## src/rtl/game_pkg.sv

```systemverilog
// Shared types and constants for the lives tracker and its display path.
package game_pkg;
  localparam int LIVES_W = 2;

  typedef enum logic {PLAY = 1'b0, OVER = 1'b1} state_e;

  typedef logic [1:0] win_t;
  localparam win_t WIN_NONE = 2'b00;
  localparam win_t WIN_P1   = 2'b01;
  localparam win_t WIN_P2   = 2'b10;
  localparam win_t WIN_DRAW = 2'b11;

  // The player who ran out loses, so {p1_out, p2_out} is exactly the winner code.
  function automatic win_t win_code(input logic p1_out, input logic p2_out);
    return {p1_out, p2_out};
  endfunction
endpackage

```

## src/rtl/hit_filter.sv

```systemverilog
// Per-player hit qualifier: rising-edge detect plus invulnerability cooldown.
module hit_filter #(
  parameter int COOLDOWN = 8,
  parameter int CD_W     = 4
) (
  input  logic clk,
  input  logic rst,
  input  logic hit_i,
  input  logic enable_i,
  input  logic clear_i,
  output logic accept_o
);
  logic            hit_q;
  logic [CD_W-1:0] cd_q, cd_d;

  assign accept_o = enable_i & hit_i & ~hit_q & (cd_q == '0);

  always_comb begin
    cd_d = cd_q;
    if (clear_i)             cd_d = '0;
    else if (accept_o)       cd_d = CD_W'(COOLDOWN);
    else if (cd_q != '0)     cd_d = cd_q - 1'b1;
  end

  always_ff @(posedge clk or posedge rst) begin
    if (rst) begin
      hit_q <= 1'b0;
      cd_q  <= '0;
    end else begin
      hit_q <= hit_i;
      cd_q  <= cd_d;
    end
  end
endmodule

```

## src/rtl/lives_tracker.sv

```systemverilog
// Lives counters, end-of-game FSM and winner decode for a two-player game.
module lives_tracker
  import game_pkg::*;
#(
  parameter int INIT_LIVES = 3,
  parameter int COOLDOWN   = 8,
  parameter int CD_W       = 4
) (
  input  logic               clk,
  input  logic               rst,
  input  logic               hit1,
  input  logic               hit2,
  input  logic               restart,
  output logic [LIVES_W-1:0] lives1,
  output logic [LIVES_W-1:0] lives2,
  output logic               hit_ack1,
  output logic               hit_ack2,
  output logic               game_over,
  output logic [1:0]         winner
);
  localparam int NUM_P = 2;
  localparam logic [LIVES_W-1:0] INIT_L = LIVES_W'(INIT_LIVES);

  state_e                          state_q;
  logic [NUM_P-1:0][LIVES_W-1:0]   lives_q, lives_d;
  logic [NUM_P-1:0]                hit_v, en_v, acc_v, ack_q;
  logic                            game_over_q;
  win_t                            winner_q;

  assign hit_v = {hit2, hit1};

  always_comb begin
    for (int i = 0; i < NUM_P; i++) begin
      en_v[i]    = (state_q == PLAY) & (lives_q[i] != '0) & ~restart;
      lives_d[i] = lives_q[i] - LIVES_W'(acc_v[i]);
    end
  end

  for (genvar g = 0; g < NUM_P; g++) begin : g_hf
    hit_filter #(.COOLDOWN(COOLDOWN), .CD_W(CD_W)) u_hf (
      .clk     (clk),
      .rst     (rst),
      .hit_i   (hit_v[g]),
      .enable_i(en_v[g]),
      .clear_i (restart),
      .accept_o(acc_v[g])
    );
  end

  always_ff @(posedge clk or posedge rst) begin
    if (rst) begin
      state_q     <= PLAY;
      lives_q     <= {NUM_P{INIT_L}};
      ack_q       <= '0;
      game_over_q <= 1'b0;
      winner_q    <= WIN_NONE;
    end else if (restart) begin
      state_q     <= PLAY;
      lives_q     <= {NUM_P{INIT_L}};
      ack_q       <= '0;
      game_over_q <= 1'b0;
      winner_q    <= WIN_NONE;
    end else begin
      // In OVER the enables are low, so acc_v is zero and lives stay frozen.
      ack_q   <= acc_v;
      lives_q <= lives_d;
      case (state_q)
        PLAY: if (lives_d[0] == '0 || lives_d[1] == '0) begin
          state_q     <= OVER;
          game_over_q <= 1'b1;
          winner_q    <= win_code(lives_d[0] == '0, lives_d[1] == '0);
        end
        OVER: ;
        default: state_q <= PLAY;
      endcase
    end
  end

  assign lives1    = lives_q[0];
  assign lives2    = lives_q[1];
  assign hit_ack1  = ack_q[0];
  assign hit_ack2  = ack_q[1];
  assign game_over = game_over_q;
  assign winner    = winner_q;
endmodule

```

## config.mk

```make
export PLATFORM = sky130hd
export DESIGN_NAME = lives_tracker
export DESIGN_NICKNAME = d
export VERILOG_FILES = /design/src/rtl/game_pkg.sv /design/src/rtl/hit_filter.sv /design/src/rtl/lives_tracker.sv
export SDC_FILE = /design/constraint.sdc
export NUM_CORES = 1
export LEC_CHECK = 0
export CAP_MARGIN = 25
export CORE_AREA = 3 3 59 44
export DETAILED_ROUTE_END_ITERATION = 7
export DIE_AREA = 0 0 62 47
export GPL_TIMING_DRIVEN = 0
export PLACE_DENSITY = 0.82
export SETUP_SLACK_MARGIN = 0.3
export SLEW_MARGIN = 20
export SYNTH_ARGS = -nofsm -noshare
export SYNTH_HDL_FRONTEND = slang
export SYNTH_HIERARCHICAL = 1
export SYNTH_SLANG_ARGS = --single-unit
```

## constraint.sdc

```tcl
create_clock -name clk -period 2 [get_ports clk]
set_input_delay 0.4 -clock clk [delete_from_list [all_inputs] [get_ports clk]]
set_output_delay 0.4 -clock clk [all_outputs]
set_load 0.01 [all_outputs]
```

== Yosys cells after proc, flatten, opt, wreduce, memory -nomap -nowiden ==
Cells that the tools add are included.

* Flip-flop bits (word level): 20
* Input port bits: 5
* Output and inout bits: 9

* Add/sub/neg operators: 4
* Equal/unequal tests: 1
* Mux-type cells: 17
* Bitwise gates (word level): 14
* Reductions and logical operators: 13

{| class="wikitable"
|+ Operator list
! operator !! number
|-
| 4-bit 2-to-1 mux || 7
|-
| 1-bit bitwise AND || 10
|-
| 4-bit logical NOT || 2
|-
| 2-bit 2-to-1 mux || 4
|-
| 4-bit nonzero test || 2
|-
| 4-bit by 1-bit subtractor with 4-bit output (second input constant) || 2
|-
| 1-bit 2-to-1 mux || 6
|-
| 2-bit nonzero test || 3
|-
| 3-bit nonzero test || 2
|-
| 2-bit logical NOT || 2
|-
| 1-bit inverter || 4
|-
| 2-bit by 1-bit subtractor with 2-bit output || 2
|-
| 2-bit != test (second input constant) || 1
|-
| 2-bit AND reduction || 1
|-
| 1-bit logical OR || 1
|}

== Logic depth before layout (Yosys ltp) ==
Gate-level depths: netlist of the first run.

* Depth in word-level cells: 12
* Mapped depth: 9
* Mapped depth without buffers: 9

== Hierarchy ==
Netlist of the first run, hierarchy kept.

{| class="wikitable"
|+ By module, submodules not included
! module !! instances !! cells each !! area an instance (µm²) !! seq. area each (µm²)
|-
| hit_filter || 2 || 24 || 252.7 || 125.1
|-
| lives_tracker || 1 || 39 || 461.7 || 255.2
|}

== Worst setup path after synthesis of the first run ==
OpenSTA, ideal clock, no wires.

* Path kind: flip-flop to flip-flop
* From: register g_hf[0].u_hf.cd_q[0]
* To: register winner_q[0], in the netlist winner[0]
* Setup time: 0.123 ns
* Arrival time: 2.021 ns
* Data required time: 1.877 ns
* Path slack: -0.143 ns
* Stages on the path, launching flop included: 10
* Path buffers: 0
* Period minus slack after synthesis: 2.143 ns
* Cells stage by stage: dfrtp_1 > inv_1 > ha_1 > or3b_4 > or3_4 > inv_2 > ha_1 > xnor2_2 > nand3b_1 > o2bb2ai_1

* Cells in the longest elaborated chain, start to end: 7

{| class="wikitable"
|+ RTL lines
! what !! line !! text
|-
| from (decl) || hit_filter.sv:14 || <nowiki>logic [CD_W-1:0] cd_q, cd_d;</nowiki>
|-
| from (signal assigned) || hit_filter.sv:28 || <nowiki>cd_q <= '0;</nowiki>
|-
| from (signal assigned) || hit_filter.sv:31 || <nowiki>cd_q <= cd_d;</nowiki>
|-
| 4-bit logical NOT || hit_filter.sv:16 || <nowiki>assign accept_o = enable_i & hit_i & ~hit_q & (cd_q == '0);</nowiki>
|-
| 1-bit bitwise AND || hit_filter.sv:16 ||
|-
| named net acc_v[0] || lives_tracker.sv:26 || <nowiki>logic [NUM_P-1:0] hit_v, en_v, acc_v, ack_q;</nowiki>
|-
| 2-bit by 1-bit subtractor with 2-bit output || lives_tracker.sv:35 || <nowiki>lives_d[i] = lives_q[i] - LIVES_W'(acc_v[i]);</nowiki>
|-
| 2-bit logical NOT || lives_tracker.sv:68 || <nowiki>PLAY: if (lives_d[0] == '0 || lives_d[1] == '0) begin</nowiki>
|-
| 1-bit logical OR || lives_tracker.sv:68 ||
|-
| 2-bit nonzero test (no line) || n/a ||
|-
| 2-bit AND reduction (no line) || n/a ||
|-
| to (signal assigned) || lives_tracker.sv:71 || <nowiki>winner_q <= win_code(lives_d[0] == '0, lives_d[1] == '0);</nowiki>
|-
| to (decl) || lives_tracker.sv:28 || <nowiki>win_t winner_q;</nowiki>
|}

The timed path passes the listed nets, and every way through them passes these cells.
A chain may end at the register's enable or synchronous reset.

== Worst setup path in the final report of the first run ==
* From: register g_hf[1].u_hf.cd_q[0]
* To: register game_over_q, in the netlist game_over

* Cells in the longest elaborated chain, start to end: 7

{| class="wikitable"
|+ RTL lines
! what !! line !! text
|-
| from (decl) || hit_filter.sv:14 ||
|-
| from (signal assigned) || hit_filter.sv:28 ||
|-
| from (signal assigned) || hit_filter.sv:31 ||
|-
| 4-bit logical NOT || hit_filter.sv:16 ||
|-
| 1-bit bitwise AND || hit_filter.sv:16 ||
|-
| named net acc_v[1] || lives_tracker.sv:26 ||
|-
| 2-bit by 1-bit subtractor with 2-bit output || lives_tracker.sv:35 ||
|-
| 2-bit logical NOT || lives_tracker.sv:68 ||
|-
| 1-bit logical OR || lives_tracker.sv:68 ||
|-
| 2-bit nonzero test (no line) || n/a ||
|-
| 2-bit AND reduction (no line) || n/a ||
|-
| to (signal assigned) || lives_tracker.sv:55 || <nowiki>game_over_q <= 1'b0;</nowiki>
|-
| to (signal assigned) || lives_tracker.sv:61 || <nowiki>game_over_q <= 1'b0;</nowiki>
|-
| to (signal assigned) || lives_tracker.sv:70 || <nowiki>game_over_q <= 1'b1;</nowiki>
|-
| to (decl) || lives_tracker.sv:27 || <nowiki>logic game_over_q;</nowiki>
|}

The timed path passes the listed nets, and every way through them passes these cells.

==> flow_metrics.py, run 1 <==
metrics = {
    "synth": {
        "netlist_instances": 87,
        "synth_top_family_by_area": "simple AND/OR/NAND/NOR gates",
        "synth.area.top_cells": "dfrtp_1 41%, dfstp_2 11%, ha_1 5.2%",
        "synth_edf_count": 0,
        "syn_avg_cell_area_um2": 11.1,
        "ys_types": 25,
        "synthMuxAreaShare": 0.0207,
        "synth_ff_type": "dfrtp_1",
        "synth.cell_area_um2": 967,
        "async_flop_share": 1.00,
        "synth_compound_area_frac": 0.0841,
        "syn_nets": 96,
        "synthAdderAreaFrac": 0.0517,
        "ys_ff_latch": 20,
        "yosys.area.top_type_share": 0.414,
        "synthSimpleGateAreaFrac": 0.217,
        "ys_seq_area_frac": 0.523,
        "synthXorXnorAreaFrac": 0.0517,
        "yosysWarnings": 6,
        "yosys.area.top_type": "dfrtp_1",
    },
    "die": {
        "fp.coreArea_um2": 2120,
        "die_w_um": 62,
        "std_cell_rows": 14,
        "dieHeight_um": 47,
        "die_area_um2": 2910,
        "initial_core_util": 0.456,
        "num_io_pins": 14,
    },
    "cts": {
        "clock_sinks": 20,
        "cts_hold_buf": 0,
        "clockBufferDepth": 2,
        "clkLatencyLatePin_ns": 0.30,
        "cts_tree": "done",
        "path_clk_slew_ns": 0.11,
        "clockRootBuffer": "clkbuf_4",
        "numCtsBuffers": 3,
        "htreeDepth": 1,
    },
    "route": {
        "first_iter_violations": 21,
        "drtAntennaViolNets": 0,
        "firstDrtPassIters": 4,
        "wl_per_cell_um": 12.4,
        "num_vias": 714,
        "drt_wl_total_um": 1870,
        "via_per_inst": 4.76,
        "drcViolationCount": 0,
    },
    "global_routing": {
        "grt_pass1_vias": 742,
        "grt.total_usage": 0.161,
        "grt_max_degree": 15,
        "antenna_found_initial": 0,
        "grt_first_pass_wirelength_um": 3310,
        "grt.overflow.total": 0,
    },
    "setup_path": {
        "crit_type": "flop to flop",
        "crit_end": "game_over$_DFFE_PP0P_",
        "cp_max_fo": 3,
        "reg2reg_to": "game_over$_DFFE_PP0P_",
        "worst_ep_arrival_time_ns": 2.34,
        "critPathLaunchType": "flop",
        "crit_chain": "inv_1 > ha_2 > or3b_4 > or3_4 > inv_4 > ha_4 > xnor2_4 > nand3b_4 > a31oi_1",
        "slowest_delay_ns": 0.40,
        "worstSetupEndpointType": "flop",
        "ff2ff_setup_slack_ns": -0.13,
        "r2r_start": "g_hf[1].u_hf/cd_q[0]$_DFFE_PP0P_",
        "cp.required_ns": 2.22,
        "crit_slowest_cell": "dfrtp_1",
        "r2r_cells": 9,
        "startpoint": "g_hf[1].u_hf/cd_q[0]$_DFFE_PP0P_",
    },
    "placement": {
        "place_hpwl_um": 1300,
        "postPlaceCellArea_um2": 1180,
        "dpl_worst_slack_ns": -0.852,
        "dp_cells": 132,
        "portBuffers": 13,
        "place.gp.congestion": 0.737,
    },
    "timing": {
        "slew_violations": 0,
        "hold_violations": 0,
        "finalCriticalPeriod_ns": 2.13,
        "fin_ws_ns": -0.128,
        "tns_ns": -0.435,
        "clock.fmax_ghz": 0.470,
        "relSlewSlack": 0.738,
        "setup_violations": 5,
        "worst_slew_pin_slew_ns": 0.393,
        "clock-skew-final_ns": 0.0142,
        "finalCritPeriodShare": 1.06,
        "whs_ns": 0.344,
        "rsz0062_at_grt": "true",
    },
    "run": {
        "drv_cap": 0,
    },
    "finish": {
        "n_antenna_cell": 0,
        "drive_above_1_share": 0.390,
        "fin_util": 0.646,
        "synthToLayoutAreaGrowth_pct": 41.5,
        "nets": 128,
        "fin_cells": 150,
        "layout_commonest_cell": "dfrtp_1",
        "final_cell_mix": "16 x dfrtp_1, 12 x buf_4, 10 x inv_1",
        "finish.instance_area_um2": 1370,
    },
    "outcome": {
        "outcome": "complete, but fails checks",
        "violations": "negative setup slack",
    },
    "worst_hold_path": {
        "hold_path_class": "input port to asynchronous set/reset pin",
    },
    "pwr": {
        "powerDensity_nw_per_um2": 1040,
        "peakVddDrop_uv": 407,
        "finalPower_mw": 1.43,
        "p_leak_nw": 0.626,
    },
}
-- Yosys cell counts (3+ instances only) --
cell type,count
nor2b_1,4
ha_1,4
nor3_1,6
inv_1,10
nor2_1,6
nand3b_1,4
nand2b_1,5
a21oi_1,3
dfstp_2,4
dfrtp_1,16
-- worst max-delay path, delay by kind of cell (launching register included) --
family                   cells  cell delay, ns
adder cells (fa/ha/maj)      2            0.33
flip-flops                   1            0.40
AND/OR/NAND/NOR              3            0.85
AO/OA/AOI/OAI                1            0.18
XOR/XNOR                     1            0.14
buffers and inverters        2            0.15
-- worst min path at each step --
stage	start	to	slack, ns	cells past startpoint
2_1_floorplan	rst	g_hf[0].u_hf/cd_q[0]$_DFFE_PP0P_	0.18	1
3_3_place_gp	g_hf[0].u_hf/hit_q$_DFF_PP0_	g_hf[0].u_hf/cd_q[3]$_DFFE_PP0P_	0.52	2
3_5_place_dp	g_hf[0].u_hf/hit_q$_DFF_PP0_	g_hf[0].u_hf/cd_q[3]$_DFFE_PP0P_	0.53	2
4_1_cts	rst	g_hf[0].u_hf/cd_q[2]$_DFFE_PP0P_	0.34	2
5_1_grt	rst	g_hf[1].u_hf/cd_q[2]$_DFFE_PP0P_	0.35	2
6_report	rst	g_hf[0].u_hf/cd_q[1]$_DFFE_PP0P_	0.34	2
-- cells by family after synthesis --
logic type | count (synthesis)
compound gates | 11
xor+xnor | 4
fa+ha+maj | 4
buf+inv | 13
flops | 20
mux | 2
simple gates | 33
-- registers in the layout (all words and copies together) (netlist names) --
| name | count |
|---|---|
| g_hf.u_hf/cd_q | 8 |
| lives2 | 2 |
| g_hf.u_hf/hit_q | 2 |
| winner | 2 |
| ack_q | 2 |
| game_over | 1 |
| state_q | 1 |
| lives1 | 2 |
-- where the power goes --
| group | total [mW] | switching (mW) | internal [mW] | leakage [nW] |
|---|---|---|---|---|
| registers | 0.532 | 0.0516 | 0.480 | 0.255 |
| clock network | 0.194 | 0.117 | 0.0777 | 0.0150 |
| logic | 0.702 | 0.296 | 0.407 | 0.356 |
| total | 1.43 | 0.464 | 0.964 | 0.626 |
-- repair_timing --
item	4_1_cts	5_1_grt
resized for setup	13	10
setup endpoints to repair	20	16
pin swaps	5	6
setup buffers	11	3
-- metal layers --
layer	wire length (um)	GRT usage	vias to the layer above
met5	0	0	-
met4	27	0.0381	0
met3	106	0.0769	4
met2	905	0.250	15
met1	825	0.205	341
li1	-	-	354
-- cell type report --
class | instances | area (um^2)
buffer | 1 | 7.51
clock buffer | 4 | 26.3
fill | 157 | 751
inverter | 12 | 50.0
multi-input combinational | 54 | 507
sequential | 20 | 505
tap | 32 | 40.0
timing repair buffer | 27 | 233
Note: power is estimated with default switching activity, not from simulation.
==> run 2: changes to the inputs <==
--- a/config.mk
+++ b/config.mk
@@ -5,12 +5,12 @@
 export SDC_FILE = /design/constraint.sdc
 export NUM_CORES = 1
 export LEC_CHECK = 0
-export CAP_MARGIN = 25
-export CORE_AREA = 3 3 59 44
+export CAP_MARGIN = 30
+export CORE_AREA = 3 3 57 43
 export DETAILED_ROUTE_END_ITERATION = 7
-export DIE_AREA = 0 0 62 47
+export DIE_AREA = 0 0 60 46
 export GPL_TIMING_DRIVEN = 0
-export PLACE_DENSITY = 0.82
+export PLACE_DENSITY = 0.83
 export SETUP_SLACK_MARGIN = 0.3
 export SLEW_MARGIN = 20
 export SYNTH_ARGS = -nofsm -noshare
==> constraint.sdc (replaced) <==
create_clock -name clk -period 2.4 [get_ports clk]
set_input_delay 0.48 -clock clk [delete_from_list [all_inputs] [get_ports clk]]
set_output_delay 0.48 -clock clk [all_outputs]
set_load 0.01 [all_outputs]
==> run 2 against run 1 <==
Effect of this change:
- the flow now finishes without violations
- largest power group unchanged
- hold slack better by 0.080 ns
- maximum frequency decreased by 0.19%
- critical path type unchanged
- final area decreased by 2.7%
- largest cell class is now flip-flops and latches
- final cell count down 6.0%
- via count grew 1.4%
- count of clock-buffer cells in the layout is the same
- combinational power fell by 19%
- utilization grew 6.0 points
- power shrank 17%
- sequential cell count did not move
==> flow_metrics.py, run 2 (same netlist as run 1, synthesis figures left out) <==
metrics = {
    "setup_path": {
        "crit_chain": "inv_1 > ha_2 > or3b_4 > or3_4 > inv_4 > ha_4 > xnor2_4 > nand3b_1 > o2bb2ai_2",
        "crit_type": "flop to flop",
        "cp_num_buf_inv": 2,
        "cp_top_family": "simple AND/OR/NAND/NOR gates",
        "cp_max_fo": 3,
        "critPathLaunchType": "flop",
        "slowest_delay_ns": 0.40,
        "worstSetupEndpointType": "flop",
        "crit_slowest_cell": "dfrtp_1",
        "cp.required_ns": 2.59,
        "worst_ep_arrival_time_ns": 2.32,
    },
    "die": {
        "dieHeight_um": 46,
        "initial_core_util": 0.513,
        "std_cell_rows": 13,
        "fp.coreArea_um2": 1890,
        "die_area_um2": 2760,
        "die_w_um": 60,
        "num_io_pins": 14,
    },
    "global_routing": {
        "antenna_found_initial": 0,
        "grt_max_degree": 15,
        "grt_first_pass_wirelength_um": 3590,
        "grt.overflow.total": 0,
        "grt_use_met1": 0.215,
        "grt_pass1_vias": 837,
        "gr-max-usage-layer": "met2",
        "groute.layer.met3.usage": 0.0595,
        "grt.total_usage": 0.182,
        "use_met2": 0.313,
    },
    "cts": {
        "clockRootBuffer": "clkbuf_4",
        "numCtsBuffers": 3,
        "clockBufferDepth": 2,
        "path_clk_slew_ns": 0.12,
        "cts_tree": "done",
        "clock_sinks": 20,
        "clkLatencyLatePin_ns": 0.30,
        "htreeDepth": 1,
    },
    "timing": {
        "fin_ws_ns": 0.268,
        "clock.fmax_ghz": 0.469,
        "tns_ns": 0,
        "rsz0062_at_grt": "true",
        "hold_violations": 0,
        "setup_violations": 0,
        "clock-skew-final_ns": 0.0101,
        "finalCriticalPeriod_ns": 2.13,
        "worst_slew_pin_slew_ns": 0.394,
        "relSlewSlack": 0.737,
        "finalCritPeriodShare": 0.888,
        "slew_violations": 0,
    },
    "pwr": {
        "powerDensity_nw_per_um2": 890,
        "finalPower_mw": 1.18,
        "peakVddDrop_uv": 594,
        "p_leak_nw": 0.633,
    },
    "worst_hold_path": {
        "hold_path_class": "input port to asynchronous set/reset pin",
    },
    "placement": {
        "dpl_worst_slack_ns": -0.502,
        "place.gp.congestion": 0.734,
        "place_hpwl_um": 1280,
        "portBuffers": 13,
    },
    "run": {
        "drv_cap": 0,
    },
    "outcome": {
        "outcome": "finished clean",
    },
    "finish": {
        "regMostFlops": "g_hf.u_hf/cd_q",
        "largest_register_ffs": 8,
        "layout_commonest_cell": "dfrtp_1",
        "synthToLayoutAreaGrowth_pct": 37.6,
        "n_antenna_cell": 0,
        "nets": 129,
        "drive_above_1_share": 0.345,
        "final_cell_mix": "16 x dfrtp_1, 15 x buf_4, 12 x clkdlybuf4s50_1",
    },
    "route": {
        "wl_per_cell_um": 14.2,
        "drcViolationCount": 0,
        "firstDrtPassIters": 4,
        "drt_wl_total_um": 2010,
        "drtAntennaViolNets": 0,
        "via_per_inst": 5.13,
        "num_vias": 724,
        "first_iter_violations": 16,
    },
}
==> run 2: cell count changes in the layout (fill, tap and decap cells not counted), sizes merged <==
cell and delta:
clkbuf -1, clkdlybuf4s50 +4, dlygate4sd2 -4, buf +2
==> run 2: per-layer routing <==
metal / share of wire / vias to the layer above
met5: 0 / -
met4: 0.0060 / 0
met3: 0.037 / 2
met2: 0.50 / 14
met1: 0.46 / 353
li1: - / 355
==> run 2: report_power, final <==
group	internal [mW]	switching [mW]	leakage (nW)
combinational	0.329	0.242	0.363
sequential	0.400	0.0471	0.255
clock	0.0647	0.102	0.0150
==> run 2: per-stage QoR <==
stage / utilization / cells / hold slack (ns) / area, um^2
floorplan: - / 87 / 0.259 / 1010
global placement: 0.617 / 122 / 0.510 / 1160
detailed placement: 0.617 / 122 / 0.518 / 1160
CTS: 0.680 / 137 / 0.431 / 1280
global route: 0.706 / 141 / 0.429 / 1330
finish: 0.706 / 141 / 0.425 / 1330
==> run 2: final timing paths <==
path | startpoint | end | slack, ns | cells after the start
min in group clk | restart | g_hf[0].u_hf/cd_q[3]$_DFFE_PP0P_ | 0.52 | 2
setup reg to reg | g_hf[0].u_hf/cd_q[1]$_DFFE_PP0P_ | winner[0]$_DFFE_PP0P_ | 0.27 | 9
setup / recovery | g_hf[0].u_hf/cd_q[1]$_DFFE_PP0P_ | winner[0]$_DFFE_PP0P_ | 0.27 | 9
max in group asynchronous | rst | lives2[0]$_DFF_PP1_ | 1.56 | 2
hold reg to reg | game_over$_DFFE_PP0P_ | game_over$_DFFE_PP0P_ | 0.56 | 2
hold / removal | rst | g_hf[1].u_hf/cd_q[2]$_DFFE_PP0P_ | 0.42 | 2
==> run 2: timing repair <==
item | 4_1_cts | 5_1_grt
pin swaps | 7 | 4
resized for setup | 8 | 3
hold buffers | 0 | 0
hold endpoints to repair | 0 | 0
endpoints found under the setup margin | 12 | 5
setup buffers | 11 | 4
==> run 2: layout make-up <==
cell class,instances,area [um^2]
clock buffer,4,26.3
fill,132,556
timing repair buffer,28,238
sequential,20,505
multi-input combinational,54,479
buffer,1,5.00
tap,22,27.5
inverter,12,50.0
==> run 3: changes to the inputs <==
--- a/config.mk
+++ b/config.mk
@@ -6,11 +6,11 @@
 export NUM_CORES = 1
 export LEC_CHECK = 0
 export CAP_MARGIN = 30
-export CORE_AREA = 3 3 57 43
+export CORE_AREA = 3 3 48 50
 export DETAILED_ROUTE_END_ITERATION = 7
-export DIE_AREA = 0 0 60 46
+export DIE_AREA = 0 0 51 53
 export GPL_TIMING_DRIVEN = 0
-export PLACE_DENSITY = 0.83
+export PLACE_DENSITY = 0.84
 export SETUP_SLACK_MARGIN = 0.3
 export SLEW_MARGIN = 20
 export SYNTH_ARGS = -nofsm -noshare
==> run 3 against run 2 <==
Effect of this change:
- global-route usage decreased by 1.8 points
- maximum frequency increased by 1.2%
- register-to-register slack improved by 0.03 ns
- utilization decreased by 1.7 points
- largest power group unchanged
- sequential power about the same
- critical path depth unchanged
==> flow_metrics.py, run 3 (same netlist as run 1, synthesis figures left out) <==
metrics = {
    "cts": {
        "clockBufferDepth": 2,
        "path_clk_slew_ns": 0.11,
        "clock_sinks": 20,
        "clkLatencyLatePin_ns": 0.30,
        "numCtsBuffers": 3,
        "cts_tree": "done",
        "htreeDepth": 1,
        "clockRootBuffer": "clkbuf_4",
        "cts_hold_buf": 0,
    },
    "route": {
        "drcViolationCount": 0,
        "firstDrtPassIters": 4,
        "num_vias": 731,
        "wl_per_cell_um": 13.5,
        "drtAntennaViolNets": 0,
        "via_per_inst": 5.04,
        "drt_wl_total_um": 1950,
        "first_iter_violations": 9,
    },
    "global_routing": {
        "grt.total_usage": 0.164,
        "grt_pass1_vias": 693,
        "grt.overflow.total": 0,
        "grt_max_degree": 15,
        "grt_first_pass_wirelength_um": 3160,
        "antenna_found_initial": 0,
    },
    "die": {
        "initial_core_util": 0.498,
        "fp.coreArea_um2": 1940,
        "std_cell_rows": 16,
        "die_w_um": 51,
        "dieHeight_um": 53,
        "die_area_um2": 2700,
        "num_io_pins": 14,
    },
    "timing": {
        "slew_violations": 0,
        "rsz0062_at_grt": "true",
        "finalCritPeriodShare": 0.878,
        "fin_ws_ns": 0.294,
        "tns_ns": 0,
        "worst_slew_pin_slew_ns": 0.407,
        "relSlewSlack": 0.729,
        "clock.fmax_ghz": 0.475,
        "finalCriticalPeriod_ns": 2.11,
        "whs_ns": 0.420,
        "hold_violations": 0,
        "clock-skew-final_ns": 0.00662,
        "setup_violations": 0,
    },
    "setup_path": {
        "critPathLaunchType": "flop",
        "worst_ep_arrival_time_ns": 2.34,
        "r2r_start": "g_hf[0].u_hf/cd_q[1]$_DFFE_PP0P_",
        "r2r_cells": 9,
        "cp_max_fo": 3,
        "worstSetupEndpointType": "flop",
        "cp.required_ns": 2.64,
        "reg2reg_to": "lives1[1]$_DFF_PP1_",
        "crit_type": "flop to flop",
        "ff2ff_setup_slack_ns": 0.29,
    },
    "pwr": {
        "powerDensity_nw_per_um2": 876,
        "finalPower_mw": 1.17,
        "peakVddDrop_uv": 539,
        "p_leak_nw": 0.634,
    },
    "finish": {
        "regMostFlops": "g_hf.u_hf/cd_q",
        "n_antenna_cell": 0,
        "synthToLayoutAreaGrowth_pct": 38.3,
        "nets": 129,
        "layout_commonest_cell": "dfrtp_1",
        "fill_cells": 141,
        "largest_register_ffs": 8,
        "fin_cells": 145,
        "drive_above_1_share": 0.347,
        "final_cell_mix": "16 x dfrtp_1, 15 x buf_4, 12 x clkdlybuf4s50_1",
    },
    "placement": {
        "dpl_worst_slack_ns": -0.487,
        "place_hpwl_um": 1210,
        "portBuffers": 13,
        "place.gp.congestion": 0.680,
        "dp_cells": 127,
    },
    "outcome": {
        "outcome": "finished clean",
    },
    "run": {
        "drv_cap": 0,
    },
    "worst_hold_path": {
        "hold_path_class": "input port to asynchronous set/reset pin",
    },
}
[run 3: cell types whose count changed in the layout (fill, tap and decap cells not counted)]
cell | before | now
inv_1 | 9 | 8
o2bb2ai_2 | 1 | 0
clkbuf_1 | 1 | 0
ha_4 | 2 | 3
inv_2 | 1 | 2
ha_2 | 2 | 1
o2bb2ai_1 | 1 | 2
[run 3: worst max path at each step]
stage,from,endpoint,cells after the start
5_1_grt,g_hf[0].u_hf/cd_q[1]$_DFFE_PP0P_,winner[0]$_DFFE_PP0P_,9
2_1_floorplan,g_hf[0].u_hf/cd_q[0]$_DFFE_PP0P_,winner[0]$_DFFE_PP0P_,9
4_1_cts,g_hf[0].u_hf/cd_q[0]$_DFFE_PP0P_,winner[0]$_DFFE_PP0P_,9
3_3_place_gp,restart,winner[0]$_DFFE_PP0P_,10
3_5_place_dp,restart,winner[0]$_DFFE_PP0P_,10
6_report,g_hf[0].u_hf/cd_q[1]$_DFFE_PP0P_,lives1[1]$_DFF_PP1_,9
[run 3: worst max-delay path, stage by stage, from the launching register on]
cell     delay, ns
dfrtp_1       0.40
inv_1         0.06
ha_2          0.16
or3b_4        0.38
or3_4         0.36
inv_4         0.07
ha_4          0.15
xnor2_4       0.12
buf_4         0.13
or2b_1        0.22
[run 3: repair_timing]
action	CTS	global route
pin swaps	8	4
resized for setup	9	3
setup endpoints to repair	10	4
setup buffers	9	6
cloned	0	0
[run 3: metal layers]
layer	global-route usage	wire (um)	vias up
met5	0	0	-
met4	0.0807	21	0
met3	0.0338	83	3
met2	0.279	995	15
met1	0.195	850	359
li1	-	-	354
[run 3: where the power goes]
part / leakage [nW] / switching, mW / internal [mW]
registers: 0.255 / 0.0451 / 0.400
clock network: 0.0138 / 0.0962 / 0.0585
logic: 0.365 / 0.239 / 0.333
[run 3: area by class of cell]
type	count	area, um^2	share of cell area
Buffer	1	5.00	0.00374
Sequential cell	20	505	0.378
Multi-Input combinational cell	54	483	0.361
Clock buffer	3	22.5	0.0168
Inverter	12	50.0	0.0374
Timing Repair Buffer	28	238	0.178
Tap cell	27	33.8	0.0253
[run 3: through the flow]
stage / util / area [um^2]
after floorplan: - / 1010
after global placement: 0.602 / 1170
after detailed placement: 0.602 / 1170
after CTS: 0.660 / 1280
after global routing: 0.689 / 1340
final: 0.689 / 1340
